`src/rtl/umtrx_rx_packet_mux.sv`:
```
// umtrx_rx_packet_mux
//   Two-input packet arbiter in the sys clock domain. It merges whole 36-bit
//   VITA packets from two RX chains onto one stream toward the packet router.
//   Arbitration is round-robin at packet boundaries, and words of different
//   packets are never interleaved. The output is registered through a
//   2-entry skid buffer (output register plus one skid register).
//
//   Word format: [31:0] payload, [32] SOF, [33] EOF, [35:34] occupancy.
//   The whole word passes through unmodified.
//
// Ports:
//   sys_clk, sys_rst_n      clock (rising edge), async active-low reset
//   chan_en[1:0]            channel enable mask, sampled only in IDLE
//   in0_* / in1_*           valid/ready input streams
//   out_data/valid/ready    merged output stream
//   grant[1:0]              one-hot active channel, 2'b00 in IDLE
//   proto_err               1-cycle pulse on an SOF framing violation
//   stats_clr, pkt_cnt0/1   per-input EOF counters, present only when
//                           UMTRX_RX_MUX_STATS_EN is defined
//
// Parameters:
//   DEFAULT_EN              reset value of the internal channel-enable mask

module umtrx_rx_packet_mux #(
    parameter logic [1:0] DEFAULT_EN = 2'b11
) (
    input  logic        sys_clk,
    input  logic        sys_rst_n,
    input  logic [1:0]  chan_en,
    input  logic [35:0] in0_data,
    input  logic        in0_valid,
    output logic        in0_ready,
    input  logic [35:0] in1_data,
    input  logic        in1_valid,
    output logic        in1_ready,
    output logic [35:0] out_data,
    output logic        out_valid,
    input  logic        out_ready,
    output logic [1:0]  grant,
    output logic        proto_err
`ifdef UMTRX_RX_MUX_STATS_EN
    ,
    input  logic        stats_clr,
    output logic [31:0] pkt_cnt0,
    output logic [31:0] pkt_cnt1
`endif
);

    typedef enum logic [1:0] {
        IDLE  = 2'd0,
        PASS0 = 2'd1,
        PASS1 = 2'd2
    } state_t;

    state_t      state_q;
    state_t      next_state;
    logic        last_grant_q;   // index of the channel that finished last
    logic        first_q;        // next transfer is the first of the packet
    logic [1:0]  en_q;           // mask captured while IDLE, frozen in PASSn
    logic [35:0] out_data_q;
    logic        out_valid_q;
    logic [35:0] skid_data_q;
    logic        skid_valid_q;
    logic        proto_err_q;

    logic        cand0;
    logic        cand1;
    logic        xfer0;
    logic        xfer1;
    logic        xfer;
    logic [35:0] sel_data;
    logic        sel_sof;
    logic        sel_eof;

    assign cand0 = in0_valid & chan_en[0];
    assign cand1 = in1_valid & chan_en[1];

    // Upstream may only push while the skid register is free, so the output
    // register can always absorb a word or hand it off to the skid slot.
    assign in0_ready = (state_q == PASS0) & en_q[0] & ~skid_valid_q;
    assign in1_ready = (state_q == PASS1) & en_q[1] & ~skid_valid_q;

    assign xfer0 = in0_valid & in0_ready;
    assign xfer1 = in1_valid & in1_ready;
    assign xfer  = xfer0 | xfer1;

    assign sel_data = (state_q == PASS1) ? in1_data : in0_data;
    assign sel_sof  = sel_data[32];
    assign sel_eof  = sel_data[33];

    assign grant     = {state_q == PASS1, state_q == PASS0};
    assign out_data  = out_data_q;
    assign out_valid = out_valid_q;
    assign proto_err = proto_err_q;

    // ------------------------------------------------------------------
    // Arbitration FSM
    // ------------------------------------------------------------------
    always_comb begin
        next_state = state_q;
        case (state_q)
            IDLE: begin
                if (cand0 && cand1) begin
                    // Contention: the channel that did not finish last wins.
                    next_state = last_grant_q ? PASS0 : PASS1;
                end else if (cand0) begin
                    next_state = PASS0;
                end else if (cand1) begin
                    next_state = PASS1;
                end
            end
            PASS0, PASS1: begin
                if (xfer && sel_eof) begin
                    next_state = IDLE;
                end
            end
            default: next_state = IDLE;
        endcase
    end

    always_ff @(posedge sys_clk or negedge sys_rst_n) begin
        if (!sys_rst_n) begin
            state_q      <= IDLE;
            last_grant_q <= 1'b1;
            first_q      <= 1'b1;
            en_q         <= DEFAULT_EN;
            proto_err_q  <= 1'b0;
        end else begin
            state_q <= next_state;
            if (state_q == IDLE) begin
                en_q <= chan_en;
            end
            if (xfer && sel_eof) begin
                last_grant_q <= (state_q == PASS1);
            end
            if (state_q == IDLE) begin
                first_q <= 1'b1;
            end else if (xfer) begin
                first_q <= 1'b0;
            end
            // Framing check only flags; the word is still forwarded.
            proto_err_q <= xfer & (first_q ? ~sel_sof : sel_sof);
        end
    end

    // ------------------------------------------------------------------
    // Skid buffer
    // ------------------------------------------------------------------
    always_ff @(posedge sys_clk or negedge sys_rst_n) begin
        if (!sys_rst_n) begin
            out_data_q   <= '0;
            out_valid_q  <= 1'b0;
            skid_data_q  <= '0;
            skid_valid_q <= 1'b0;
        end else if (!out_valid_q || out_ready) begin
            // Output register is free this cycle: drain the skid slot first
            // (no new word can arrive then, ready was low) to keep order.
            if (skid_valid_q) begin
                out_data_q   <= skid_data_q;
                out_valid_q  <= 1'b1;
                skid_valid_q <= 1'b0;
            end else if (xfer) begin
                out_data_q  <= sel_data;
                out_valid_q <= 1'b1;
            end else begin
                out_valid_q <= 1'b0;
            end
        end else if (xfer) begin
            skid_data_q  <= sel_data;
            skid_valid_q <= 1'b1;
        end
    end

`ifdef UMTRX_RX_MUX_STATS_EN
    // ------------------------------------------------------------------
    // Packet counters (wrap naturally; clear has priority over increment)
    // ------------------------------------------------------------------
    logic [31:0] cnt0_q;
    logic [31:0] cnt1_q;

    always_ff @(posedge sys_clk or negedge sys_rst_n) begin
        if (!sys_rst_n) begin
            cnt0_q <= '0;
            cnt1_q <= '0;
        end else if (stats_clr) begin
            cnt0_q <= '0;
            cnt1_q <= '0;
        end else begin
            if (xfer0 && in0_data[33]) begin
                cnt0_q <= cnt0_q + 32'd1;
            end
            if (xfer1 && in1_data[33]) begin
                cnt1_q <= cnt1_q + 32'd1;
            end
        end
    end

    assign pkt_cnt0 = cnt0_q;
    assign pkt_cnt1 = cnt1_q;
`endif

endmodule

```
`config.mk`:
```
export PLATFORM = sky130hd
export DESIGN_NAME = umtrx_rx_packet_mux
export DESIGN_NICKNAME = d
export VERILOG_FILES = /design/src/rtl/umtrx_rx_packet_mux.sv
export SDC_FILE = /design/constraint.sdc
export NUM_CORES = 1
export LEC_CHECK = 0
export CAP_MARGIN = 20
export CORE_MARGIN = 1.5
export CORE_UTILIZATION = 48
export CTS_BUF_LIST = sky130_fd_sc_hd__clkbuf_8
export CTS_CLUSTER_SIZE = 10
export DETAILED_ROUTE_END_ITERATION = 8
export GPL_TIMING_DRIVEN = 0
export PLACE_DENSITY = 0.92
export SETUP_SLACK_MARGIN = 0.02
export SLEW_MARGIN = 10
export SYNTH_ARGS = -nofsm -noshare
export SYNTH_HDL_FRONTEND = slang
export SYNTH_SLANG_ARGS = --single-unit
```
`constraint.sdc`:
```
create_clock -name sys_clk -period 2.1 [get_ports sys_clk]
set_input_delay 0.42 -clock sys_clk [delete_from_list [all_inputs] [get_ports sys_clk]]
set_output_delay 0.42 -clock sys_clk [all_outputs]
set_load 0.02 [all_outputs]
```
# After elaboration in Yosys (flattened, before gate mapping)

Index checks and enable logic that the tools add are counted.

Flip-flop bits (word level): 81
Output and inout port bits: 42
Logic and storage cells: 54

Equal/unequal tests: 4
Mux-type cells: 16
Bitwise gates (word level): 13
Reduce and logical (&&, ||, !) cells: 12

Operators with widths:

| kind                                          | number |
|---|---|
| two-way mux 36 bit                            | 3 |
| two-way mux 2 bit                             | 5 |
| AND 1 bit                                     | 9 |
| two-way mux 1 bit                             | 7 |
| AND reduction 2 bit                           | 3 |
| nonzero test 2 bit                            | 3 |
| != test 4 bit, second input constant          | 1 |
| case mux 2 bit (2 select lines)               | 1 |
| inverter 1 bit                                | 3 |
| == test 2 x 1 -> 1 bit, second input constant | 1 |
| == test 2 bit, second input constant          | 1 |
| logical AND 1 bit                             | 2 |
| zero test 2 bit                               | 1 |
| != test 2 bit, second input constant          | 1 |
| OR reduction 2 bit                            | 1 |
| zero test 1 bit                               | 1 |
| logical OR 1 bit                              | 1 |
| bitwise OR 1 bit                              | 1 |

# Depth between registers and ports, before layout

Depth after elaboration: 8
Depth in mapped cells: 8
Mapped depth without buffers: 6

# Worst setup path after synthesis

Ideal clock, no wire load.

Path kind: reg-to-output
Start point: register state_q[0]
End point: output port in1_ready
Arrival time: 1.545 ns
Slack: 0.135 ns
Cell stages (with the launch flop): 6
Cells stage by stage: dfrtp_1 inv_1 ha_1 buf_4 buf_4 and3_1

Word-level cells in the longest chain between the ends: 3

Ends and longest elaborated chain:

| what                   | line | text |
|---|---|---|
| start, declared        | 55   | `state_t state_q;` |
| start signal, assigned | 129  | `state_q <= next_state;` |
| == test 2 bit          | n/a  |  |
| net grant[1]           | 39   | `output logic [1:0] grant,` |
| AND 1 bit (2 in a row) | 81   | `assign in1_ready = (state_q == PASS1) & en_q[1] & ~skid_valid_q;` |
| end, declared          | 35   | `output logic in1_ready,` |

The timed path passes the listed nets, and every way through them passes these cells.

# Worst setup path after layout

Start point: register state_q[1]
End point: output port in0_ready

Word-level cells in the longest chain between the ends: 3

Ends and longest elaborated chain:

| what                   | line | text |
|---|---|---|
| == test 2 x 1 -> 1 bit | 80   | `assign in0_ready = (state_q == PASS0) & en_q[0] & ~skid_valid_q;` |
| AND 1 bit (2 in a row) | 80   |  |
| end, declared          | 32   | `output logic in0_ready,` |

No other way between the ends.

==> metrics.md <==
| Metric | Value |
|---|---|
| Status | complete, no violations |
| First-pass GRT wire length | around 15000 microns |
| Max-cap violations | 0 |
| WP data required | 1.68 ns |
| Yosys warnings | 0 |
| Most frequent cells in the layout | 115 x clkdlybuf4s50_1, 77 x dfrtp_1, 75 x nor2_1, 74 x a21oi_1, 40 x nand2_1 |
| Antenna violations before repair | 0 |
| Mux contribution to synthesized area | between 10% and 20% |
| Placed insts | a little over 600 |
| Final ANT Viol Nets | 0 |
| Synth Area in XOR/XNOR | less than 1% |
| Final Cell Area | between 5000 and 6000 sq um |
| Clock Latency Late Sink | between 0.3 and 0.4 ns |
| Placed cell area | about 5100 sq um |
| Die W | 91.4 microns |
| Final Net Count | 609 |
| CTS hold repair buffers | 0 |
| Mapped Nets | 478 |
| CP endpoint kind | primary output |
| Die height | between 90 and 100 microns |
| Hold_ws | 0.0283 ns |
| ANT cells | 0 |
| Share of layout cells above drive strength 1 | 9.21% |
| DR pass1 iterations | 5 |
| CTS tree | yes |
| Final Critical Period | a little over 2 ns |
| Row cnt | 32 |
| Syn Area/Cell | 9.47 sq um |
| Final Slew Violations | 0 |
| Clock Path Buffers | 2 |
| DIE AREA | between 8000 and 9000 sq um |
| Final hold violation count | 0 |
| Simple-gate share of the synthesized area | 13.4% |
| GP Congestion | 0.830 |
| Post-Synthesis Cells | 396 |
| Filler Cell Count | around 600 |
| CP max FO | 3 |
| Final cell count without fillers | roughly 630 |
| Core area | between 7000 and 8000 sq um |
| Vias in the first global route | between 3000 and 4000 |
| Max IR drop VDD | about 650 uV |
| CTS HTree Levels | 3 |
| Tot GR Track Use | a little under a quarter |
| Via count | 3375 |
| Synth Area in Compound Gates | between 15 and 20% |
| Seq/Total Area, Yosys | a little over half |
| CTS sink count | a little over 80 |
| Rel. slew slack | about two thirds |
| Setup TNS | 0 ns |
| Post-Route WL | roughly 9400 microns |
| CP Launch Type | register |
| Final period util | between 90% and 100% |
| Critical Path AT | approximately 1.6 ns |
| Distinct cells, synth | 25 |
| Port Buffers | 120 |
| Crit Path Category | reg -> out |
| Num CTS Buffers | 9 |
| FF+latch count, synth | 81 |
| PD cells | 1410 nW/um^2 |
| Largest family of logic cells by synthesized area | compound AO/OA/AOI/OAI gates |
| Leak | around 2.4 nW |
| 1st-iter DRT viols | 99 |
| Worst-margin pin slew | ~0.5 ns |
| Wire per inst | 14.8 microns |
| Total gr overflow | 0 |
| Adder-Cell Fraction of Synth Area | under 10% |
| Max Fclk | ~490 MHz |
| Tightest Hold Check Type | in -> async |
| Area Overhead vs Synth | 42.2% |
| DRC violations left | 0 |
| Top Ports | roughly 120 |
| Synth Cell Area | 3750 sq um |
| RSZ-0062 raised after global routing | no |
| Post-layout util | approximately 70% |
| Final setup violation count | 0 |
| Clock skew | roughly 0.011 ns |
| Initial Util | ~50% |
| Commonest non-fill, non-tap cell in the layout | clkdlybuf4s50_1 |
| Detailed Place HPWL | roughly 7100 microns |
| Pin count of the biggest net entering global routing | 45 |
| Reg clk slew, reported paths | 0.08 ns |
| Vias/cell | about 5.3 |
| Clk root buf | clkbuf_8 |
| Post-CTS setup buffers | 0 |
==> report_power, final <==
| part | internal, W | switching, W |
|---|---|---|
| clock | 0.000682 | 0.000609 |
| combinational | 0.00161 | 0.00185 |
| sequential | 0.00232 | 0.000441 |
| total | 0.00462 | 0.00290 |
==> final timing paths <==
kind | start | to | slack (ns) | cells past startpoint
setup / recovery | state_q[1]$_DFFE_PN0P_ | in0_ready | 0.08 | 4
hold / removal | sys_rst_n | state_q[0]$_DFFE_PN0P_ | 0.03 | 1
setup reg to reg | state_q[1]$_DFFE_PN0P_ | skid_data_q[10]$_DFFE_PN0P_ | 0.20 | 7
hold reg to reg | out_data[20]$_DFFE_PN0P_ | out_data[20]$_DFFE_PN0P_ | 0.49 | 2
max in group asynchronous | sys_rst_n | last_grant_q$_DFFE_PN1P_ | 1.43 | 2
min in group sys_clk | out_data[20]$_DFFE_PN0P_ | out_data[20]$_DFFE_PN0P_ | 0.49 | 2
==> worst max-delay path, cell delays in order, from the launching register on <==
cell and delay [ns]:
dfrtp_1 0.42, inv_1 0.11, ha_1 0.24, and3_1 0.18, clkdlybuf4s15_1 0.31
==> cells in the mapped netlist <==
cell	n	area, sq um
nor2_1	75	282
and3_1	2	12.5
ha_1	3	37.5
dfstp_2	4	105
o21ai_0	2	10.0
nand2b_1	1	6.26
nand2_1	40	150
o21ai_1	36	180
o32a_1	1	10.0
xor2_1	1	8.76
o2111ai_1	1	8.76
a21oi_2	1	8.76
a32o_1	1	10.0
mux2i_1	38	380
inv_1	6	22.5
a21oi_1	74	370
mux2_2	2	22.5
buf_1	2	7.51
nand4b_4	2	47.6
buf_4	4	30.0
buf_2	15	75.1
a31o_2	1	8.76
nand3_1	1	5.00
clkbuf_1	6	22.5
dfrtp_1	77	1930
==> routing by layer <==
metal | wire (microns) | GRT usage (%) | vias up
met5 | 0 | 0 | -
li1 | - | - | 1606
met2 | 4840 | 40.7 | 128
met1 | 3940 | 28.7 | 1626
met4 | 153 | 9.51 | 0
met3 | 455 | 4.10 | 15
==> state kept, by name, summed over array words and instances, names as in the netlist <==
signal,cells
last_grant_q,1
skid_valid_q,1
proto_err,1
en_q,2
skid_data_q,36
out_data,36
first_q,1
state_q,2
out_valid,1
==> cell families (layout without fill, tap and decap cells) <==
kind of cell	after synthesis	after routing
muxes	40	40
DFF	81	81
buffers and inverters	33	169
and+or+nand+nor	121	121
xor gates and xnor gates	1	1
AOI/OAI and AO/OA	117	117
adders and majority gates	3	3
==> layout make-up <==
class	count	area, sq um	area share, %
Timing Repair Buffer	121	1210	22.7
Clock inverter	7	101	1.90
Sequential cell	81	2030	38.1
Clock buffer	9	124	2.32
Buffer	26	140	2.63
Inverter	6	22.5	0.423
Multi-Input combinational cell	282	1570	29.5
Tap cell	102	128	2.39
==> stage by stage <==
step	total power [W]	setup WS, ns
detailed placement	0.00627	-0.398
floorplan	0.00483	0.135
CTS	0.00757	0.0430
global placement	0.00608	-2.11
finish	0.00752	0.0750
global route	0.00798	0.0254
==> repair_timing <==
action / 4_1_cts / 5_1_grt
endpoints found under the setup margin: 4 / 1
pin swaps: 0 / 0
resized for setup: 13 / 1
Note: power is estimated with default switching activity, not from simulation.
